[config.mk]
export PLATFORM = sky130hd
export DESIGN_NAME = mult_acc_4b
export DESIGN_NICKNAME = d
export VERILOG_FILES = /design/src/rtl/mult_acc_pkg.sv /design/src/rtl/mul4_ppr.sv /design/src/rtl/mult_acc_4b.sv
export SDC_FILE = /design/constraint.sdc
export NUM_CORES = 1
export LEC_CHECK = 0
export ABC_AREA = 1
export CAP_MARGIN = 40
export CORE_UTILIZATION = 30
export CTS_CLUSTER_DIAMETER = 40
export CTS_CLUSTER_SIZE = 10
export DETAILED_ROUTE_END_ITERATION = 12
export HOLD_SLACK_MARGIN = 0.12
export SLEW_MARGIN = 5
export SYNTH_ARGS = -nofsm -noshare
export SYNTH_HDL_FRONTEND = slang
export SYNTH_SLANG_ARGS = --single-unit
[constraint.sdc]
create_clock -name clk -period 1.6 [get_ports clk]
set_input_delay 0.48 -clock clk [delete_from_list [all_inputs] [get_ports clk]]
set_output_delay 0.48 -clock clk [all_outputs]
set_load 0.02 [all_outputs]
[src/rtl/mult_acc_pkg.sv]
// Shared types and widths for the 4-bit multiply-accumulate block.
// Holds the sequence FSM state encoding and operand/product/count widths.
package mult_acc_pkg;

    localparam int OPER_W = 4;
    localparam int PROD_W = 8;
    localparam int CNT_W  = 8;

    typedef enum logic [1:0] {
        IDLE  = 2'd0,
        ACCUM = 2'd1,
        HOLD  = 2'd2
    } state_t;

endpackage

[src/rtl/mul4_ppr.sv]
// Combinational unsigned 4x4 multiplier: partial-product rows reduced by two
// 3:2 carry-save stages, then a Kogge-Stone prefix adder for the final sum.
module mul4_ppr
    import mult_acc_pkg::*;
(
    input  logic [OPER_W-1:0] a,
    input  logic [OPER_W-1:0] b,
    output logic [PROD_W-1:0] p
);

    localparam int W = PROD_W;

    logic [W-1:0] row [OPER_W];
    logic [W-1:0] s1, c1, s2, c2;

    generate
        for (genvar gi = 0; gi < OPER_W; gi++) begin : g_row
            assign row[gi] = {{(W-OPER_W){1'b0}}, a & {OPER_W{b[gi]}}} << gi;
        end
    endgenerate

    // The true product is below 2^8, so dropping carries past bit 7 is exact.
    assign s1 = row[0] ^ row[1] ^ row[2];
    assign c1 = ((row[0] & row[1]) | (row[0] & row[2]) | (row[1] & row[2])) << 1;
    assign s2 = s1 ^ c1 ^ row[3];
    assign c2 = ((s1 & c1) | (s1 & row[3]) | (c1 & row[3])) << 1;

    // Prefix network over bits 0..6 only: bit 7 never produces a needed carry,
    // and group propagates are built only where a later level consumes them.
    logic [W-1:0] p0;
    logic [W-2:0] g0, g1, g2, g3;
    logic [W-2:2] p1;
    logic [W-2:4] p2;

    assign p0 = s2 ^ c2;
    assign g0 = s2[W-2:0] & c2[W-2:0];

    generate
        for (genvar gi = 0; gi <= W-2; gi++) begin : g_lvl1
            if (gi >= 1) begin : g_cmb
                assign g1[gi] = g0[gi] | (p0[gi] & g0[gi-1]);
            end else begin : g_pass
                assign g1[gi] = g0[gi];
            end
            if (gi >= 2) begin : g_prop
                assign p1[gi] = p0[gi] & p0[gi-1];
            end
        end

        for (genvar gi = 0; gi <= W-2; gi++) begin : g_lvl2
            if (gi >= 2) begin : g_cmb
                assign g2[gi] = g1[gi] | (p1[gi] & g1[gi-2]);
            end else begin : g_pass
                assign g2[gi] = g1[gi];
            end
            if (gi >= 4) begin : g_prop
                assign p2[gi] = p1[gi] & p1[gi-2];
            end
        end

        for (genvar gi = 0; gi <= W-2; gi++) begin : g_lvl3
            if (gi >= 4) begin : g_cmb
                assign g3[gi] = g2[gi] | (p2[gi] & g2[gi-4]);
            end else begin : g_pass
                assign g3[gi] = g2[gi];
            end
        end

        for (genvar gi = 0; gi < W; gi++) begin : g_sum
            if (gi == 0) begin : g_lsb
                assign p[gi] = p0[gi];
            end else begin : g_bit
                assign p[gi] = p0[gi] ^ g3[gi-1];
            end
        end
    endgenerate

endmodule

[src/rtl/mult_acc_4b.sv]
// Streaming 4x4 multiply-accumulate: sums products of a beat sequence and
// holds the result until handshaken. Define MULT_ACC_SATURATE_EN to clamp.
module mult_acc_4b
    import mult_acc_pkg::*;
#(
    parameter int ACC_W = 12
) (
    input  logic              clk,
    input  logic              rst,
    input  logic              in_valid,
    output logic              in_ready,
    input  logic [OPER_W-1:0] in_x,
    input  logic [OPER_W-1:0] in_y,
    input  logic              in_last,
    output logic              out_valid,
    input  logic              out_ready,
    output logic [ACC_W-1:0]  out_sum,
    output logic [CNT_W-1:0]  out_count,
    output logic              out_ovf
);

    state_t             state_reg, state_next;
    logic [PROD_W-1:0]  prod;
    logic [PROD_W-1:0]  p_reg;
    logic               p_valid_reg;
    logic               p_last_reg;
    logic [ACC_W-1:0]   acc_reg, acc_next;
    logic [CNT_W-1:0]   cnt_reg, cnt_next;
    logic               ovf_reg, ovf_next;
    logic [ACC_W:0]     sum_ext;
    logic               accept;
    logic               release_hold;

    mul4_ppr u_mul (
        .a (in_x),
        .b (in_y),
        .p (prod)
    );

    // Ready depends only on registered state so the upstream sees no loop.
    assign in_ready     = !((state_reg == HOLD) || (p_valid_reg && p_last_reg));
    assign accept       = in_valid && in_ready;
    assign out_valid    = (state_reg == HOLD);
    assign release_hold = (state_reg == HOLD) && out_ready;

    assign out_sum   = acc_reg;
    assign out_count = cnt_reg;
    assign out_ovf   = ovf_reg;

    assign sum_ext = {1'b0, acc_reg} + {{(ACC_W+1-PROD_W){1'b0}}, p_reg};

    always_comb begin
        state_next = state_reg;
        case (state_reg)
            IDLE: begin
                if (p_valid_reg && p_last_reg) begin
                    state_next = HOLD;
                end else if (p_valid_reg) begin
                    state_next = ACCUM;
                end
            end
            ACCUM: begin
                if (p_valid_reg && p_last_reg) begin
                    state_next = HOLD;
                end
            end
            HOLD: begin
                if (out_ready) begin
                    state_next = IDLE;
                end
            end
            default: state_next = IDLE;
        endcase
    end

    always_comb begin
        acc_next = acc_reg;
        cnt_next = cnt_reg;
        ovf_next = ovf_reg;
        if (release_hold) begin
            acc_next = '0;
            cnt_next = '0;
            ovf_next = 1'b0;
        end else if (p_valid_reg) begin
`ifdef MULT_ACC_SATURATE_EN
            acc_next = sum_ext[ACC_W] ? '1 : sum_ext[ACC_W-1:0];
`else
            acc_next = sum_ext[ACC_W-1:0];
`endif
            if (cnt_reg != '1) begin
                cnt_next = cnt_reg + 1'b1;
            end
            ovf_next = ovf_reg | sum_ext[ACC_W];
        end
    end

    always_ff @(posedge clk or posedge rst) begin
        if (rst) begin
            state_reg   <= IDLE;
            p_reg       <= '0;
            p_valid_reg <= 1'b0;
            p_last_reg  <= 1'b0;
            acc_reg     <= '0;
            cnt_reg     <= '0;
            ovf_reg     <= 1'b0;
        end else begin
            state_reg   <= state_next;
            p_valid_reg <= accept;
            if (accept) begin
                p_reg      <= prod;
                p_last_reg <= in_last;
            end
            acc_reg <= acc_next;
            cnt_reg <= cnt_next;
            ovf_reg <= ovf_next;
        end
    end

endmodule
==> impl_metrics.tcl <==
set metrics [dict create \
    r2r_cells 8 \
    synth_nets 334 \
    cts_tree "built" \
    drcViolationCount 0 \
    crit_chain "buf_6 -> nand2_2 -> inv_2 -> fa_1 -> inv_2 -> fa_1 -> inv_2 -> ha_4 -> inv_2 -> fa_2 -> xor2_1 -> o21ai_1" \
    chipHeight_um 89.9 \
    ioPinCount 36 \
    drt_iter0_markers 75 \
    grt_max_degree 34 \
    fin_skew_ns 0.0112 \
    fp.dieW_um 89.9 \
    setup_viol 6 \
    hpwl_um 3930 \
    maxCapViolCount 0 \
    cts_sinks 33 \
    r2r-end "out_sum[10]" \
    hold_violations 0 \
    whs_path_depth 2 \
    status "finished with violations" \
    fin_nets 414 \
    clk_latency_ns 0.30 \
    worst_setup_path_start_kind "input port" \
    drv_slew 0 \
    vias_per_cell 4.43 \
    h-tree-depth 2 \
    grt_overflow 0 \
    crit_slowest_cell "fa_1" \
    num_rows 31 \
    netlist_instances 298 \
    synth.avg_cell_area_sq_um 7.78 \
    yosys.area.top_type "dfrtp_1" \
    wl_um 5320 \
    cts_made_buffers 5 \
    area_delta_synth_final_pct 47.5 \
    cellLeakagePower_nw 1.80 \
    min-delay-start "out_ovf" \
    cts_root_buf "clkbuf_8" \
    drt-pass1-iter-count 4 \
    hold_path_class "reg -> reg" \
    dieArea_sq_um 8090 \
    fin_util_pct 46.4 \
    crit_required_ns 1.78 \
    ys_types 31 \
    endpoint_kind "register" \
    ant_nets 0 \
    ys_ff_latch 33 \
    cp_max_fo 3 \
    yosys-top-cells-area "dfrtp_1 (36%), nand2_1 (16%), ha_1 (8.6%), inv_1 (7.1%), fa_1 (6.0%)" \
    rrSetupSlack_ns 0 \
    antenna_found_initial 0 \
    max_freq_mhz 425 \
    violations "setup timing" \
    start_util_pct 31.5 \
    grt_pass1_wl_um 8860 \
    io_buffers 35 \
    vdd_drop_max_mv 0.510 \
    grt_pass1_vias 1937 \
    timing.final.ws_setup_ns -0.754 \
    path_class "in -> reg" \
    drive_above_1_share_pct 33.8 \
    fp.coreArea_sq_um 7370 \
    tightest_slew_ns 0.298 \
    relSlewSlack_pct 80.0 \
    num_vias 2118 \
    largest_reg_flops 12 \
    pwr_density_cell_nw_per_um2 1610 \
    critPathArrivalTime_ns 2.53 \
    min_period_ns 2.35 \
    clkTransAtPathRegs_ns 0.07 \
    clockBufferDepth 2 \
    worstHoldEndpoint "out_ovf" \
    synth_top_area_share_pct 35.6 \
    r2r-start "out_sum[0]" \
    gp_congestion 0.796 \
    grt_usage_pct 13.6 \
    syn_area_sq_um 2320 \
    crit_path_max_incr_delay_ns 0.55 \
    fin_crit_sh_pct 147 \
    wl_per_cell_um 11.1 \
    synth_warnings 0 \
    antenna_cells 0 \
    ys_seq_area_share_pct 35.6 \
    p_total_mw 5.51 \
    crit_top_cell "inv_2" \
    rsz0062_at_grt "true" \
]
placed cells by master (no fill, tap or decap), types with 6 or more instances in the layout:
cell type | netlist | final
buf_6 | 2 | 6
o21ai_0 | 9 | 7
nand3_2 | 1 | 9
nand3_1 | 21 | 12
inv_1 | 44 | 36
nor2_1 | 13 | 13
inv_2 | 4 | 12
o21ai_2 | 5 | 6
buf_4 | 1 | 40
nand2_1 | 96 | 88
ha_4 | 0 | 9
dfrtp_1 | 33 | 30
dlygate4sd2_1 | 0 | 21
ha_1 | 16 | 7
clkbuf_8 | 0 | 7
nand2_2 | 2 | 7
o21ai_1 | 5 | 6
what timing repair did:
action / 4_1_cts / 5_1_grt
gates resized for setup: 79 / 39
setup endpoints to repair: 33 / 18
hold buffers: 0 / 0
pin swaps: 14 / 20
setup buffers: 0 / 2
where the power goes:
group | switching (mW) | internal [mW] | total (mW)
Clock | 0.337 | 0.389 | 0.727
Sequential | 0.328 | 1.15 | 1.48
Combinational | 1.77 | 1.53 | 3.30
synth_stat cells, drive strengths merged:
master  count
xor2        4
nand3      23
fa          7
nor3        4
a32oi       1
buf         3
nor2       16
o211ai      1
inv        48
o21ai      19
nand2      99
nand4       3
nand3b      3
a22o        2
ha         16
dfrtp      33
xnor2       2
a21oi      11
a21boi      2
a211oi      1
cells by family (layout without fill, tap and decap cells):
kind of cell               after synthesis  in the layout  synth area share (%)
DFF                                     33             33                  35.6
xor gates and xnor gates                 6              6                  2.27
buffers and inverters                   51            132                  9.06
adders and majority gates               23             23                  14.7
and+or+nand+nor                        148            148                  28.7
AOI/OAI and AO/OA                       37             37                  9.71
critical path: cells and delay by family:
kind	cells	cell delay, ns
AOI/OAI and AO/OA	1	0.08
xor gates and xnor gates	1	0.15
buffers and inverters	5	0.28
and+or+nand+nor	1	0.06
adders and majority gates	4	1.47
layer usage:
| metal | wire [um] | share of wire (%) | global-route usage, % |
|---|---|---|---|
| met3 | 134 | 2.5 | 2.03 |
| met2 | 2510 | 47 | 21.9 |
| met1 | 2580 | 48 | 18.1 |
| met4 | 102 | 1.9 | 6.05 |
| met5 | 0 | 0 | 0 |
worst max-delay path by stage:
stage | from | end | slack (ns) | depth (start not counted)
floorplan | in_y[2] | p_reg[4] | -0.86 | 10
global placement | in_x[1] | p_reg[7] | -1.44 | 13
detailed placement | in_x[1] | p_reg[7] | -1.51 | 13
CTS | in_y[0] | p_reg[4] | -0.76 | 11
global route | in_y[0] | p_reg[5] | -0.84 | 12
finish | in_y[0] | p_reg[5] | -0.75 | 12
stage by stage:
stage                     hold WS (ns)  worst slack, ns  TNS (ns)  instance area [sq um]  cells
after floorplan                  0.446           -0.858     -3.64                   2360    298
after global placement           0.471            -1.44     -9.68                   3120    468
after detailed placement         0.479            -1.51    -10.02                   3120    468
after CTS                        0.504           -0.763     -3.18                   3230    476
after global routing             0.558           -0.838     -3.74                   3420    478
final                            0.519           -0.754     -3.11                   3420    478
area by class of cell:
cell class | instances | area, sq um
Fill cell | 727 | 3950
Multi-Input combinational cell | 214 | 1540
Sequential cell | 33 | 830
Timing Repair Buffer | 76 | 647
Inverter | 48 | 180
Tap cell | 99 | 124
Clock buffer | 7 | 96.3
Clock inverter | 1 | 5.00
Power figures use the tool's default switching activity.
